[src/rtl/otter_demux_pkg.sv]
// Shared types and helpers for the OTTER result demux: default entry layout,
// statistics width and the destination one-hot decoder.
package otter_demux_pkg;

  localparam int STAT_W    = 16;
  localparam logic [STAT_W-1:0] STAT_MAX = 16'hFFFF;
  localparam int MAX_DEST  = 8;
  localparam int MAX_SEL_W = 3;
  localparam int DEF_WIDTH = 32;
  localparam int DEF_SEL_W = 2;

  typedef struct packed {
    logic [DEF_SEL_W-1:0] sel;
    logic [DEF_WIDTH-1:0] data;
  } demux_entry_t;

  // Selects at or beyond num_dest decode to all zeros so they never raise a valid.
  function automatic logic [MAX_DEST-1:0] onehot_dec(input logic [MAX_SEL_W-1:0] sel,
                                                     input int num_dest);
    logic [MAX_DEST-1:0] code;
    code = {MAX_DEST{1'b0}};
    if (int'(sel) < num_dest) begin
      code[sel] = 1'b1;
    end else begin
      code = {MAX_DEST{1'b0}};
    end
    return code;
  endfunction

endpackage

[src/rtl/otter_result_fifo.sv]
// In-order sync FIFO of demux entries. Pointers carry one extra MSB so full and
// empty are told apart without a counter; ready is the registered not-full flag.
module otter_result_fifo
  import otter_demux_pkg::*;
#(
  parameter type entry_t = demux_entry_t,
  parameter int  DEPTH   = 2
) (
  input  logic   CLK,
  input  logic   RST,
  input  logic   push,
  input  entry_t wr_entry,
  input  logic   pop,
  output entry_t head,
  output logic   empty,
  output logic   ready
);

  localparam int PTR_W = $clog2(DEPTH);

  entry_t           mem_r [DEPTH];
  logic [PTR_W:0]   wr_ptr_r;
  logic [PTR_W:0]   rd_ptr_r;
  logic [PTR_W:0]   wr_ptr_s;
  logic [PTR_W:0]   rd_ptr_s;
  logic             full_s;
  logic             full_next_s;
  logic             do_push_s;
  logic             do_pop_s;

  // Next-pointer and status computation.
  always_comb begin
    empty       = (wr_ptr_r == rd_ptr_r);
    full_s      = (wr_ptr_r[PTR_W] != rd_ptr_r[PTR_W]) &&
                  (wr_ptr_r[PTR_W-1:0] == rd_ptr_r[PTR_W-1:0]);
    do_push_s   = push & ~full_s;
    do_pop_s    = pop & ~empty;
    wr_ptr_s    = wr_ptr_r + {{PTR_W{1'b0}}, do_push_s};
    rd_ptr_s    = rd_ptr_r + {{PTR_W{1'b0}}, do_pop_s};
    full_next_s = (wr_ptr_s[PTR_W] != rd_ptr_s[PTR_W]) &&
                  (wr_ptr_s[PTR_W-1:0] == rd_ptr_s[PTR_W-1:0]);
    head        = mem_r[rd_ptr_r[PTR_W-1:0]];
  end

  // Pointer and ready state.
  always_ff @(posedge CLK or posedge RST) begin
    if (RST) begin
      wr_ptr_r <= {(PTR_W+1){1'b0}};
      rd_ptr_r <= {(PTR_W+1){1'b0}};
      ready    <= 1'b0;
    end else begin
      wr_ptr_r <= wr_ptr_s;
      rd_ptr_r <= rd_ptr_s;
      ready    <= ~full_next_s;
    end
  end

  // Storage write.
  always_ff @(posedge CLK) begin
    if (do_push_s) begin
      mem_r[wr_ptr_r[PTR_W-1:0]] <= wr_entry;
    end
  end

endmodule

[src/rtl/otter_result_demux.sv]
// Steers buffered result words to one of NUM_DEST consumers, strictly in order.
// Optional per-destination counters under OTTER_RESULT_DEMUX_STATS_EN.
module otter_result_demux
  import otter_demux_pkg::*;
#(
  parameter int  WIDTH    = 32,
  parameter int  NUM_DEST = 4,
  parameter int  DEPTH    = 2,
  localparam int SEL_W    = $clog2(NUM_DEST)
) (
  input  logic                CLK,
  input  logic                RST,
  input  logic [WIDTH-1:0]    in_data,
  input  logic [SEL_W-1:0]    in_sel,
  input  logic                in_valid,
  output logic                in_ready,
  output logic [WIDTH-1:0]    out_data,
  output logic [NUM_DEST-1:0] out_valid,
  input  logic [NUM_DEST-1:0] out_ready,
`ifdef OTTER_RESULT_DEMUX_STATS_EN
  output logic [NUM_DEST-1:0][STAT_W-1:0] stat_cnt,
  output logic [STAT_W-1:0]   stat_drop,
`endif
  output logic                sel_err
);

  typedef struct packed {
    logic [SEL_W-1:0] sel;
    logic [WIDTH-1:0] data;
  } entry_t;

  entry_t                wr_entry_s;
  entry_t                head_s;
  logic                  empty_s;
  logic                  push_s;
  logic                  pop_s;
  logic                  head_oob_s;
  logic [MAX_SEL_W-1:0]  head_sel_s;
  logic [NUM_DEST-1:0]   head_onehot_s;
  logic [NUM_DEST-1:0]   deliver_s;
  logic [WIDTH-1:0]      last_data_r;

  // Producer side: ready is registered, so push never depends on out_ready.
  always_comb begin
    wr_entry_s.sel  = in_sel;
    wr_entry_s.data = in_data;
    push_s          = in_valid & in_ready;
  end

  otter_result_fifo #(
    .entry_t (entry_t),
    .DEPTH   (DEPTH)
  ) u_fifo (
    .CLK      (CLK),
    .RST      (RST),
    .push     (push_s),
    .wr_entry (wr_entry_s),
    .pop      (pop_s),
    .head     (head_s),
    .empty    (empty_s),
    .ready    (in_ready)
  );

  // Head decode; an out-of-range select raises no valid and drops itself.
  always_comb begin
    head_sel_s    = MAX_SEL_W'(head_s.sel);
    head_onehot_s = NUM_DEST'(onehot_dec(head_sel_s, NUM_DEST));
    if (empty_s) begin
      out_valid  = {NUM_DEST{1'b0}};
      head_oob_s = 1'b0;
      out_data   = last_data_r;
    end else begin
      out_valid  = head_onehot_s;
      head_oob_s = (head_onehot_s == {NUM_DEST{1'b0}});
      out_data   = head_s.data;
    end
    deliver_s = out_valid & out_ready;
    pop_s     = head_oob_s | (|deliver_s);
    sel_err   = head_oob_s;
  end

  // Remembers the last presented word so out_data holds while empty.
  always_ff @(posedge CLK or posedge RST) begin
    if (RST) begin
      last_data_r <= {WIDTH{1'b0}};
    end else if (!empty_s) begin
      last_data_r <= head_s.data;
    end else begin
      last_data_r <= last_data_r;
    end
  end

`ifdef OTTER_RESULT_DEMUX_STATS_EN
  // Saturating delivery and drop counters.
  always_ff @(posedge CLK or posedge RST) begin
    if (RST) begin
      stat_cnt  <= {(NUM_DEST*STAT_W){1'b0}};
      stat_drop <= {STAT_W{1'b0}};
    end else begin
      for (int d = 0; d < NUM_DEST; d++) begin
        if (deliver_s[d] && (stat_cnt[d] != STAT_MAX)) begin
          stat_cnt[d] <= stat_cnt[d] + STAT_W'(1);
        end
      end
      if (head_oob_s && (stat_drop != STAT_MAX)) begin
        stat_drop <= stat_drop + STAT_W'(1);
      end
    end
  end
`endif

endmodule

[config.mk]
export PLATFORM = sky130hd
export DESIGN_NAME = otter_result_demux
export DESIGN_NICKNAME = d
export VERILOG_FILES = /design/src/rtl/otter_demux_pkg.sv /design/src/rtl/otter_result_fifo.sv /design/src/rtl/otter_result_demux.sv
export SDC_FILE = /design/constraint.sdc
export NUM_CORES = 1
export LEC_CHECK = 0
export ABC_AREA = 0
export BUFFER_PORTS_ARGS = -buffer_cell sky130_fd_sc_hd__clkbuf_2
export CAP_MARGIN = 5
export CELL_PAD_IN_SITES_DETAIL_PLACEMENT = 2
export CELL_PAD_IN_SITES_GLOBAL_PLACEMENT = 2
export CORE_MARGIN = 2
export CORE_UTILIZATION = 43
export CTS_CLUSTER_DIAMETER = 120
export DETAILED_ROUTE_END_ITERATION = 12
export PLACE_DENSITY_LB_ADDON = 0.12
export SYNTH_ARGS = -nofsm -noshare
export SYNTH_HDL_FRONTEND = slang
export SYNTH_SLANG_ARGS = --single-unit
[constraint.sdc]
create_clock -name CLK -period 5.2 [get_ports CLK]
set_clock_uncertainty 0.15 [all_clocks]
set_input_delay 0.52 -clock CLK [delete_from_list [all_inputs] [get_ports CLK]]
set_output_delay 0.52 -clock CLK [all_outputs]
set_load 0.05 [all_outputs]
==> summary.md <==
| Metric | Value |
|---|---|
| Slew Limit Fails | 0 |
| Total grt overflow | 0 |
| Clock-pin slew on the worst setup and hold paths | 0.11 ns |
| HPWL after DPL | 5216 um |
| Crit-path leading delay family | flip-flops |
| Ys async rst share | 0.3524 |
| Post-synth EDFFs | 68 |
| Gr usage total | 0.1714 |
| Fmax | 269.4 MHz |
| Final Critical Period | 3.712 ns |
| Clk_lat worst skew | 0.37 ns |
| Cells after Synth | 214 |
| Crit path max fanout | 43 |
| N_diodes | 0 |
| Post-CTS Hold Buffers | 0 |
| Data required, critical path | 4.53 ns |
| Share of layout cells above drive strength 1 | 0.5485 |
| Die width | 102.0 um |
| Total number of vias | 2065 |
| Final hold violations | 0 |
| GP Congestion | 0.6717 |
| Max Cap Viol | 0 |
| Net Count, Synth | 258 |
| Met1 Wirelength | 3340 um |
| Initial core utilization | 0.4450 |
| Final cell count without fillers | 428 |
| Seq cells post-synth | 105 |
| Placed cells | 412 |
| Die H | 102.0 um |
| Mapped cell area | 4131 um2 |
| Most area-consuming cells after synthesis | edfxtp_1 49%, dfrtp_1 22%, mux2_2 11%, mux2_4 9.1%, buf_6 1.4% |
| WP data arrival | 3.04 ns |
| Setup TNS | 0 ns |
| H-tree levels | 3 |
| Initial antenna violation count | 0 |
| Slew headroom | 0.3308 |
| Count leader, synth | edfxtp_1 |
| Drt pass-1 iters | 4 |
| Std cell rows | 35 |
| PortBufs | 77 |
| Actual slew at the worst max-slew pin | 1.004 ns |
| Crit end category | output pin |
| Max stage delay on crit path | 1.05 ns |
| Mean Syn Cell Area | 19.31 um2 |
| Fin crit share | 0.7139 |
| RSZ-0062 raised after global routing | false |
| DRC viols | 0 |
| Total CTS buffers | 9 |
| Met2 WL | 4290 um |
| Die area | 10410 um2 |
| Post-synth cell types | 28 |
| Share of Yosys cell area claimed by the top area cell type | 0.4942 |
| Sequential area share after synthesis | 0.7184 |
| CP Launch Type | register |
| YS warnings | 0 |
| Critical path class | register to output pin |
| Critical path's slowest cell | dfrtp_2 |
| Post-CTS setup buffers | 0 |
| First-pass GRT wire length | 12810 um |
| CTS tree | done |
| Initial drt markers | 35 |
| Cells along the critical path | xnor2_2 -> nand2b_2 -> buf_4 -> mux2_4 -> clkbuf_2 |
| Highest Signal Layer | met4 |
| Final nets | 338 |
| Clock buffer depth | 2 |
| Outcome | completed |
| Largest net degree at the start of global routing | 44 |
| Crit path buf inv count | 2 |
| Synth-to-layout area growth | 15.93% |
| Type of the most critical hold path | input pin to async pin |
| # setup viols final | 0 |
| Filler cells | 877 |
| Vias per cell | 4.825 |
| Root Buffer | clkbuf_8 |
| Core area | 9284 um2 |
| Routed length on met3 | 400 um |
| Main synth FF type | edfxtp_1 |
| Commonest cells in the synthesized netlist | 68 x edfxtp_1, 39 x mux2_2, 37 x dfrtp_1 |
| Remaining antenna violation count | 0 |
| Post-cts gate resize count | 0 |
| Avg WL per Cell | 18.94 um |
| Sink Count | 105 |
| Area leader, netlist | edfxtp_1 |
| I/O pin total | 79 |
| Drt total wl | 8108 um |
| Vias in the first global route | 2368 |
-- state kept, by name, summed over array words and instances, names as in the netlist --
signal	flops
last_data_r	32
u_fifo.mem_r	68
u_fifo.rd_ptr_r	2
u_fifo.ready	1
u_fifo.wr_ptr_r	2
-- cells in the final DEF, fill, tap and decap left out, drive strengths merged --
master | Yosys | layout
a21boi | 1 | 1
a21oi | 1 | 1
and2 | 3 | 3
buf | 9 | 2
clkbuf | 1 | 87
clkinv | 0 | 3
clkinvlp | 0 | 3
conb | 1 | 1
dfrtp | 37 | 37
edfxtp | 68 | 68
ha | 3 | 3
inv | 4 | 4
mux2 | 64 | 64
mux2i | 2 | 2
mux4 | 1 | 1
nand2 | 3 | 3
nand2b | 2 | 2
nand3 | 1 | 1
nand3b | 1 | 1
nor3 | 1 | 1
nor3b | 1 | 1
o21a | 1 | 1
o21ai | 1 | 1
o22ai | 1 | 1
or3 | 1 | 1
xnor2 | 1 | 1
xor2 | 5 | 5
-- final timing paths --
kind,start,end,slack [ns],cells after the start
worst max-delay path,u_fifo.rd_ptr_r[0],out_data[17],1.49,5
worst min-delay path,RST,u_fifo.rd_ptr_r[1],0.10,3
worst max register to register,u_fifo.rd_ptr_r[0],u_fifo.ready,2.02,6
worst min register to register,last_data_r[18],last_data_r[18],0.35,1
max in group asynchronous,RST,u_fifo.rd_ptr_r[0],4.39,3
min in group CLK,in_data[24],u_fifo.mem_r[1][24],0.18,1
-- layer usage --
metal,global-route usage,vias to the layer above
met3,0.05951,6
met5,0,-
met4,0.04000,0
li1,-,946
met2,0.3072,57
met1,0.1982,1056
-- logic make-up (layout without fill, tap and decap cells) --
kind of cell	Yosys count	in the layout	share of synthesized area
flops	105	105	0.7184
mux	67	67	0.2074
buf+inv	14	99	0.02422
simple gates	13	13	0.01787
xor+xnor	6	6	0.01454
compound gates	5	5	0.007571
fa+ha+maj	3	3	0.009086
other cells	1	1	0.0009077
-- worst reg2reg max path, cell delays in order (launching register included) --
cell and delay, ns:
dfrtp_2 1.05, xnor2_2 0.19, a21oi_1 0.26, ha_2 0.85, xor2_1 0.30, xor2_1 0.20
nand2_1 0.06
-- stage by stage --
step | setup WS, ns | instance area (um2) | hold WS, ns | util
after CTS | 1.399 | 4790 | 0.09741 | 0.5159
after global placement | 1.918 | 4617 | 0.3313 | 0.4973
after floorplan | 2.349 | 4131 | 0.3382 | -
after detailed placement | 1.840 | 4617 | 0.3272 | 0.4973
final | 1.488 | 4790 | 0.1020 | 0.5159
after global routing | 1.243 | 4790 | 0.1251 | 0.5159
-- area by class of cell --
type / instances / area, um2 / area share
clock buffer: 10 / 127.6 / 0.02665
clock inverter: 6 / 45.04 / 0.009404
tap: 129 / 161.4 / 0.03370
multi-input combinational: 95 / 1071 / 0.2236
inverter: 4 / 15.01 / 0.003135
sequential: 105 / 2969 / 0.6199
timing repair buffer: 79 / 400.4 / 0.08359
Power is left out: the tool's default activity adds up to more than one toggle a clock period on the data nets, which glitch-free logic cannot reach.
